==> config.mk <==
export PLATFORM = sky130hd
export DESIGN_NAME = delay_cal_burst
export DESIGN_NICKNAME = d
export VERILOG_FILES = /design/src/rtl/delay_cal_pkg.sv /design/src/rtl/delay_cal_edge.sv /design/src/rtl/delay_cal_burst.sv
export SDC_FILE = /design/constraint.sdc
export NUM_CORES = 1
export LEC_CHECK = 0
export ABC_AREA = 0
export CAP_MARGIN = 15
export CORE_AREA = 2 2 231 233
export CTS_CLUSTER_DIAMETER = 60
export DETAILED_ROUTE_END_ITERATION = 8
export DIE_AREA = 0 0 233 235
export GPL_TIMING_DRIVEN = 0
export PLACE_DENSITY = 0.77
export SLEW_MARGIN = 20
export SYNTH_ARGS = -nofsm -noshare
export SYNTH_HDL_FRONTEND = slang
export SYNTH_SLANG_ARGS = --single-unit
==> constraint.sdc <==
create_clock -name clk -period 5.9 [get_ports clk]
set_input_delay 1.18 -clock clk [delete_from_list [all_inputs] [get_ports clk]]
set_output_delay 1.18 -clock clk [all_outputs]
set_load 0.05 [all_outputs]
==> src/rtl/delay_cal_pkg.sv <==
// Shared types and default sizes for the delay-calibration burst generator.
package delay_cal_pkg;

  localparam int unsigned W_DEF     = 256;
  localparam int unsigned CNT_W_DEF = 16;

  typedef enum logic [2:0] {
    IDLE,
    DELAY,
    PULSE,
    GAP,
    DONE
  } dc_state_t;

endpackage

==> src/rtl/delay_cal_edge.sv <==
// Registered rising-edge detector: rise is high for the cycle in which in first reads 1.
module delay_cal_edge (
  input  logic clk,
  input  logic rst,
  input  logic in,
  output logic rise
);

  logic in_q;

  always_ff @(posedge clk or negedge rst) begin
    if (!rst) in_q <= 1'b0;
    else      in_q <= in;
  end

  assign rise = in & ~in_q;

endmodule

==> src/rtl/delay_cal_burst.sv <==
// Trigger-launched calibration burst: start delay, then n pulses of a latched word
// separated by zero gaps, with a one-cycle done strobe at the end.
module delay_cal_burst
  import delay_cal_pkg::*;
#(
  parameter int unsigned W     = W_DEF,
  parameter int unsigned CNT_W = CNT_W_DEF
) (
  input  logic             clk,
  input  logic             rst,
  input  logic             trig,
  input  logic             abort,
  input  logic [W-1:0]     static_word,
  input  logic [CNT_W-1:0] delay_cyc,
  input  logic [CNT_W-1:0] pulse_len,
  input  logic [CNT_W-1:0] gap_len,
  input  logic [CNT_W-1:0] n_pulses,
  output logic [W-1:0]     word_out,
  output logic             busy,
  output logic             done,
  output logic [CNT_W-1:0] pulse_idx
);

  dc_state_t        state, state_d;
  logic             rise, load;
  logic [W-1:0]     word_q, word_out_d;
  logic [CNT_W-1:0] len_q, gap_q, n_q;
  logic [CNT_W-1:0] cnt, cnt_d, rem, rem_d, idx_d;
  logic [CNT_W-1:0] len_m1_in, len_m1_sh, idx_inc;

  delay_cal_edge u_edge (
    .clk  (clk),
    .rst  (rst),
    .in   (trig),
    .rise (rise)
  );

  assign len_m1_in = (pulse_len == '0) ? '0 : pulse_len - 1'b1;
  assign len_m1_sh = (len_q == '0) ? '0 : len_q - 1'b1;
  assign idx_inc   = (pulse_idx == '1) ? pulse_idx : pulse_idx + 1'b1;

  // cnt holds remaining cycles-1 of the current phase; rem holds pulses still to start.
  always_comb begin
    state_d = state;
    cnt_d   = cnt;
    rem_d   = rem;
    idx_d   = pulse_idx;
    load    = 1'b0;
    if (abort) begin
      state_d = IDLE;
    end else begin
      case (state)
        IDLE: if (rise) begin
          load  = 1'b1;
          idx_d = '0;
          rem_d = (n_pulses == '0) ? '0 : n_pulses - 1'b1;
          if (delay_cyc != '0) begin
            state_d = DELAY;
            cnt_d   = delay_cyc - 1'b1;
          end else if (n_pulses == '0) begin
            state_d = DONE;
          end else begin
            state_d = PULSE;
            cnt_d   = len_m1_in;
          end
        end
        DELAY: begin
          if (cnt != '0) begin
            cnt_d = cnt - 1'b1;
          end else if (n_q == '0) begin
            state_d = DONE;
          end else begin
            state_d = PULSE;
            cnt_d   = len_m1_sh;
          end
        end
        PULSE: begin
          if (cnt != '0) begin
            cnt_d = cnt - 1'b1;
          end else if (rem == '0) begin
            state_d = DONE;
          end else if (gap_q != '0) begin
            state_d = GAP;
            cnt_d   = gap_q - 1'b1;
          end else begin
            cnt_d = len_m1_sh;
            rem_d = rem - 1'b1;
            idx_d = idx_inc;
          end
        end
        GAP: begin
          if (cnt != '0) begin
            cnt_d = cnt - 1'b1;
          end else begin
            state_d = PULSE;
            cnt_d   = len_m1_sh;
            rem_d   = rem - 1'b1;
            idx_d   = idx_inc;
          end
        end
        DONE:    state_d = IDLE;
        default: state_d = IDLE;
      endcase
    end
    word_out_d = (state_d == PULSE) ? (load ? static_word : word_q) : '0;
  end

  always_ff @(posedge clk or negedge rst) begin
    if (!rst) begin
      state     <= IDLE;
      cnt       <= '0;
      rem       <= '0;
      pulse_idx <= '0;
      word_q    <= '0;
      len_q     <= '0;
      gap_q     <= '0;
      n_q       <= '0;
      word_out  <= '0;
    end else begin
      state     <= state_d;
      cnt       <= cnt_d;
      rem       <= rem_d;
      pulse_idx <= idx_d;
      word_out  <= word_out_d;
      if (load) begin
        word_q <= static_word;
        len_q  <= pulse_len;
        gap_q  <= gap_len;
        n_q    <= n_pulses;
      end
    end
  end

  assign busy = state inside {DELAY, PULSE, GAP};
  assign done = (state == DONE);

endmodule

==> flow_summary.toml <==
[worst_setup_path]
worstSetupStartpoint = "state[0]$_DFF_PN0_"
cp-endpoint = "busy"
r2r_end = "word_out[95]$_DFF_PN0_"
endpoint_kind = "primary output"
cp-start-kind = "register"
ff2ff_setup_slack_ns = 2.44
cp.depth = 5
cp.arrival_ns = 2.89
r2r_start = "state[0]$_DFF_PN0_"
cp_data_required_time_ns = 4.72
crit_buf_inv = 3
crit_type = "reg -> out"
crit_chain = "nor2_1, or2_2, clkbuf_1, inv_2, clkdlybuf4s50_1"
cpPeakStageDelay_ns = 0.85
worst-r2r-cell-count = 7
cp_top_family = "buffers and inverters"
cp_max_fo = 10
cp_slowest_cell = "clkdlybuf4s50_1"

[yosys]
synth_cell_types = 71
yosysTopAreaCell = "dfrtp_1"
synth-simple-area-share = 0.2037
synth_nets = 2799
synthDominantCellAreaShare = 0.6281
synth_top_flop_cell = "dfrtp_1"
ys_seq_elements = 612
synth_top_family_by_area = "simple AND/OR/NAND/NOR gates"
synth.cell_area_um2 = 24380
synthAdderAreaFrac = 0.005645
synth-compound-area-share = 0.1051
muxShareOfSynthArea = 0.003438
synth.avg_cell_area_um2 = 9.895
synth_area_leaders = "dfrtp_1 (63%), nand2_1 (15%), a21oi_1 (5.4%)"
synth-edff-count = 0
ys_warn_count = 0
syn_inst = 2464
synth_xor_area_frac = 0.02371
async_flop_share = 1.000
seq_area_frac_synth = 0.6281

[place]
preCtsSetupSlack_ns = 1.422
place_hpwl_um = 59410
place.port_buffers = 597
place_congestion = 0.9509

[layout]
final_nets = 3465
final_cell_mix = "nand2_1 (950), dfrtp_1 (612), clkdlybuf4s50_1 (596)"
fin_util = 0.6431
n_fill_cell = 4128
layout_commonest_cell = "nand2_1"
drive_above_1_share = 0.06378
syn2layout_area_growth_pct = 37.79

[clock_tree]
path_clk_slew_ns = 0.06
root_buffer = "clkbuf_16"
clockBufferDepth = 3
clock-sinks = 612
cts_resized = 0
ctsHtreeMaxLevel = 2
numCtsBuffers = 61
worstSkewPairLatency_ns = 0.64
post-cts-setup-buffers = 0
cts_tree = "yes"
cts_hold_buffers = 0

[routing]
post_drt_via_cell_ratio = 5.333
dr.pass1.iters = 5
drc = 0
drt_iter0_drc = 1283
ant_nets = 0
vias = 20680
routedWlPerCell_um = 20.27
routed_wl_um = 78590

[power]
p_per_area_nw_per_um2 = 304.7
leakage_nw = 15.67
vdd_ir_drop_max_uv = 276.1

[die]
die-width_um = 233
dieArea_um2 = 54760
start_util = 0.4668
die_y_um = 235
rows = 84
ios = 598
core_um2 = 52240

[run_status]
status = "complete, no violations"

[timing]
maxSlewViolCount = 0
rsz0062_at_grt = "no"
finalCritPeriodShare = 0.6900
max_slew_margin = 0.2800
post-route-min-period_ns = 4.071
final-hold-violation-count = 0
fin_skew_ns = 0.02307
setup-tns-final_ns = 0
worst_slew_pin_slew_ns = 1.078
setup_violations = 0
fin_ws_ns = 1.829
fmax_mhz = 245.6

[grt]
grt_pass1_wl_um = 120300
antenna_found_initial = 11
grt_pass1_vias = 21160
grt_use_total = 0.2863
overflow = 0
grt_max_degree = 107

[run]
drv_cap = 0

[worst_hold_path]
hold_class = "reg -> reg"
worst reg2reg max path, stage by stage, from the launching register on:
cell and delay (ns):
dfrtp_1 0.46, nor2_1 0.26, nand2_1 0.18, nor2_2 0.64, clkbuf_1 0.66, clkbuf_1 0.48, nand2_1 0.16, a21oi_1 0.44
cells in the mapped netlist (all sizes together), types with 3 or more instances:
cell type	number
a211oi	8
a21oi	295
a221oi	6
a22o	9
a22oi	9
a31oi	5
a32oi	5
and2	4
and3	4
and4	6
buf	38
clkbuf	82
dfrtp	612
ha	11
inv	19
mux2	3
mux2i	5
nand2	950
nand2b	10
nand3	18
nand3b	7
nand4	10
nor2	72
nor2b	5
nor3	37
nor3b	6
nor4	28
o211ai	4
o21ai	40
o22a	3
o22ai	16
o31a	4
o31ai	10
or2	8
or3	13
or4	15
xnor2	31
xor2	35
flip-flops by register name (all words and copies together), names as in the netlist:
register,count
cnt,16
gap_q,16
len_q,16
n_q,16
pulse_idx,16
rem,16
state,3
u_edge.in_q,1
word_out,256
word_q,256
worst min-delay path by stage:
| stage | startpoint | endpoint | slack (ns) | cells past startpoint |
|---|---|---|---|---|
| after floorplan | word_q[0]$_DFF_PN0_ | word_q[0]$_DFF_PN0_ | 0.44 | 2 |
| after global placement | word_q[76]$_DFF_PN0_ | word_q[76]$_DFF_PN0_ | 0.45 | 2 |
| after detailed placement | word_q[218]$_DFF_PN0_ | word_q[218]$_DFF_PN0_ | 0.46 | 2 |
| after CTS | word_q[218]$_DFF_PN0_ | word_q[218]$_DFF_PN0_ | 0.47 | 2 |
| after global routing | word_q[167]$_DFF_PN0_ | word_q[167]$_DFF_PN0_ | 0.49 | 2 |
| final | word_q[4]$_DFF_PN0_ | word_q[4]$_DFF_PN0_ | 0.47 | 2 |
metrics by stage:
stage / hold WS (ns) / instances / power (W) / instance area (µm²)
2_1_floorplan: 0.4394 / 2464 / 0.005545 / 24380
3_3_place_gp: 0.4504 / 3749 / 0.006089 / 31220
3_5_place_dp: 0.4561 / 3755 / 0.006145 / 31390
4_1_cts: 0.4712 / 3871 / 0.01030 / 33570
5_1_grt: 0.4856 / 3878 / 0.01069 / 33590
6_report: 0.4672 / 3878 / 0.01024 / 33590
logic make-up after synthesis:
family          Yosys count
compound gates          429
buf+inv                 139
flops                   612
xor+xnor                 66
mux                       8
fa+ha+maj                11
simple gates           1199
metal layers:
layer / GRT usage / part of all wire / vias to the layer above
li1: - / - / 9521
met1: 0.3481 / 0.39 / 10160
met2: 0.4824 / 0.49 / 793
met3: 0.07415 / 0.077 / 203
met4: 0.1202 / 0.046 / 8
met5: 0 / 0.00070 / -
layout make-up:
cell class	count	area (µm²)	share of cell area
Inverter	19	71.32	0.002123
Antenna cell	7	17.52	0.0005214
Multi-Input combinational cell	1713	8338	0.2482
Buffer	120	665.6	0.01981
Timing Repair Buffer	603	6146	0.1829
Sequential cell	612	15310	0.4559
Clock inverter	26	382.9	0.01140
Tap cell	688	860.8	0.02562
Clock buffer	90	1797	0.05348
power breakdown:
group | leakage, nW | switching [W] | internal [W] | total [W]
sequential | 8.04 | 0.000221 | 0.00464 | 0.00486
clock | 1.06 | 0.00168 | 0.00247 | 0.00415
combinational | 6.57 | 0.000714 | 0.000512 | 0.00123
Note: power is estimated with default switching activity, not from simulation.
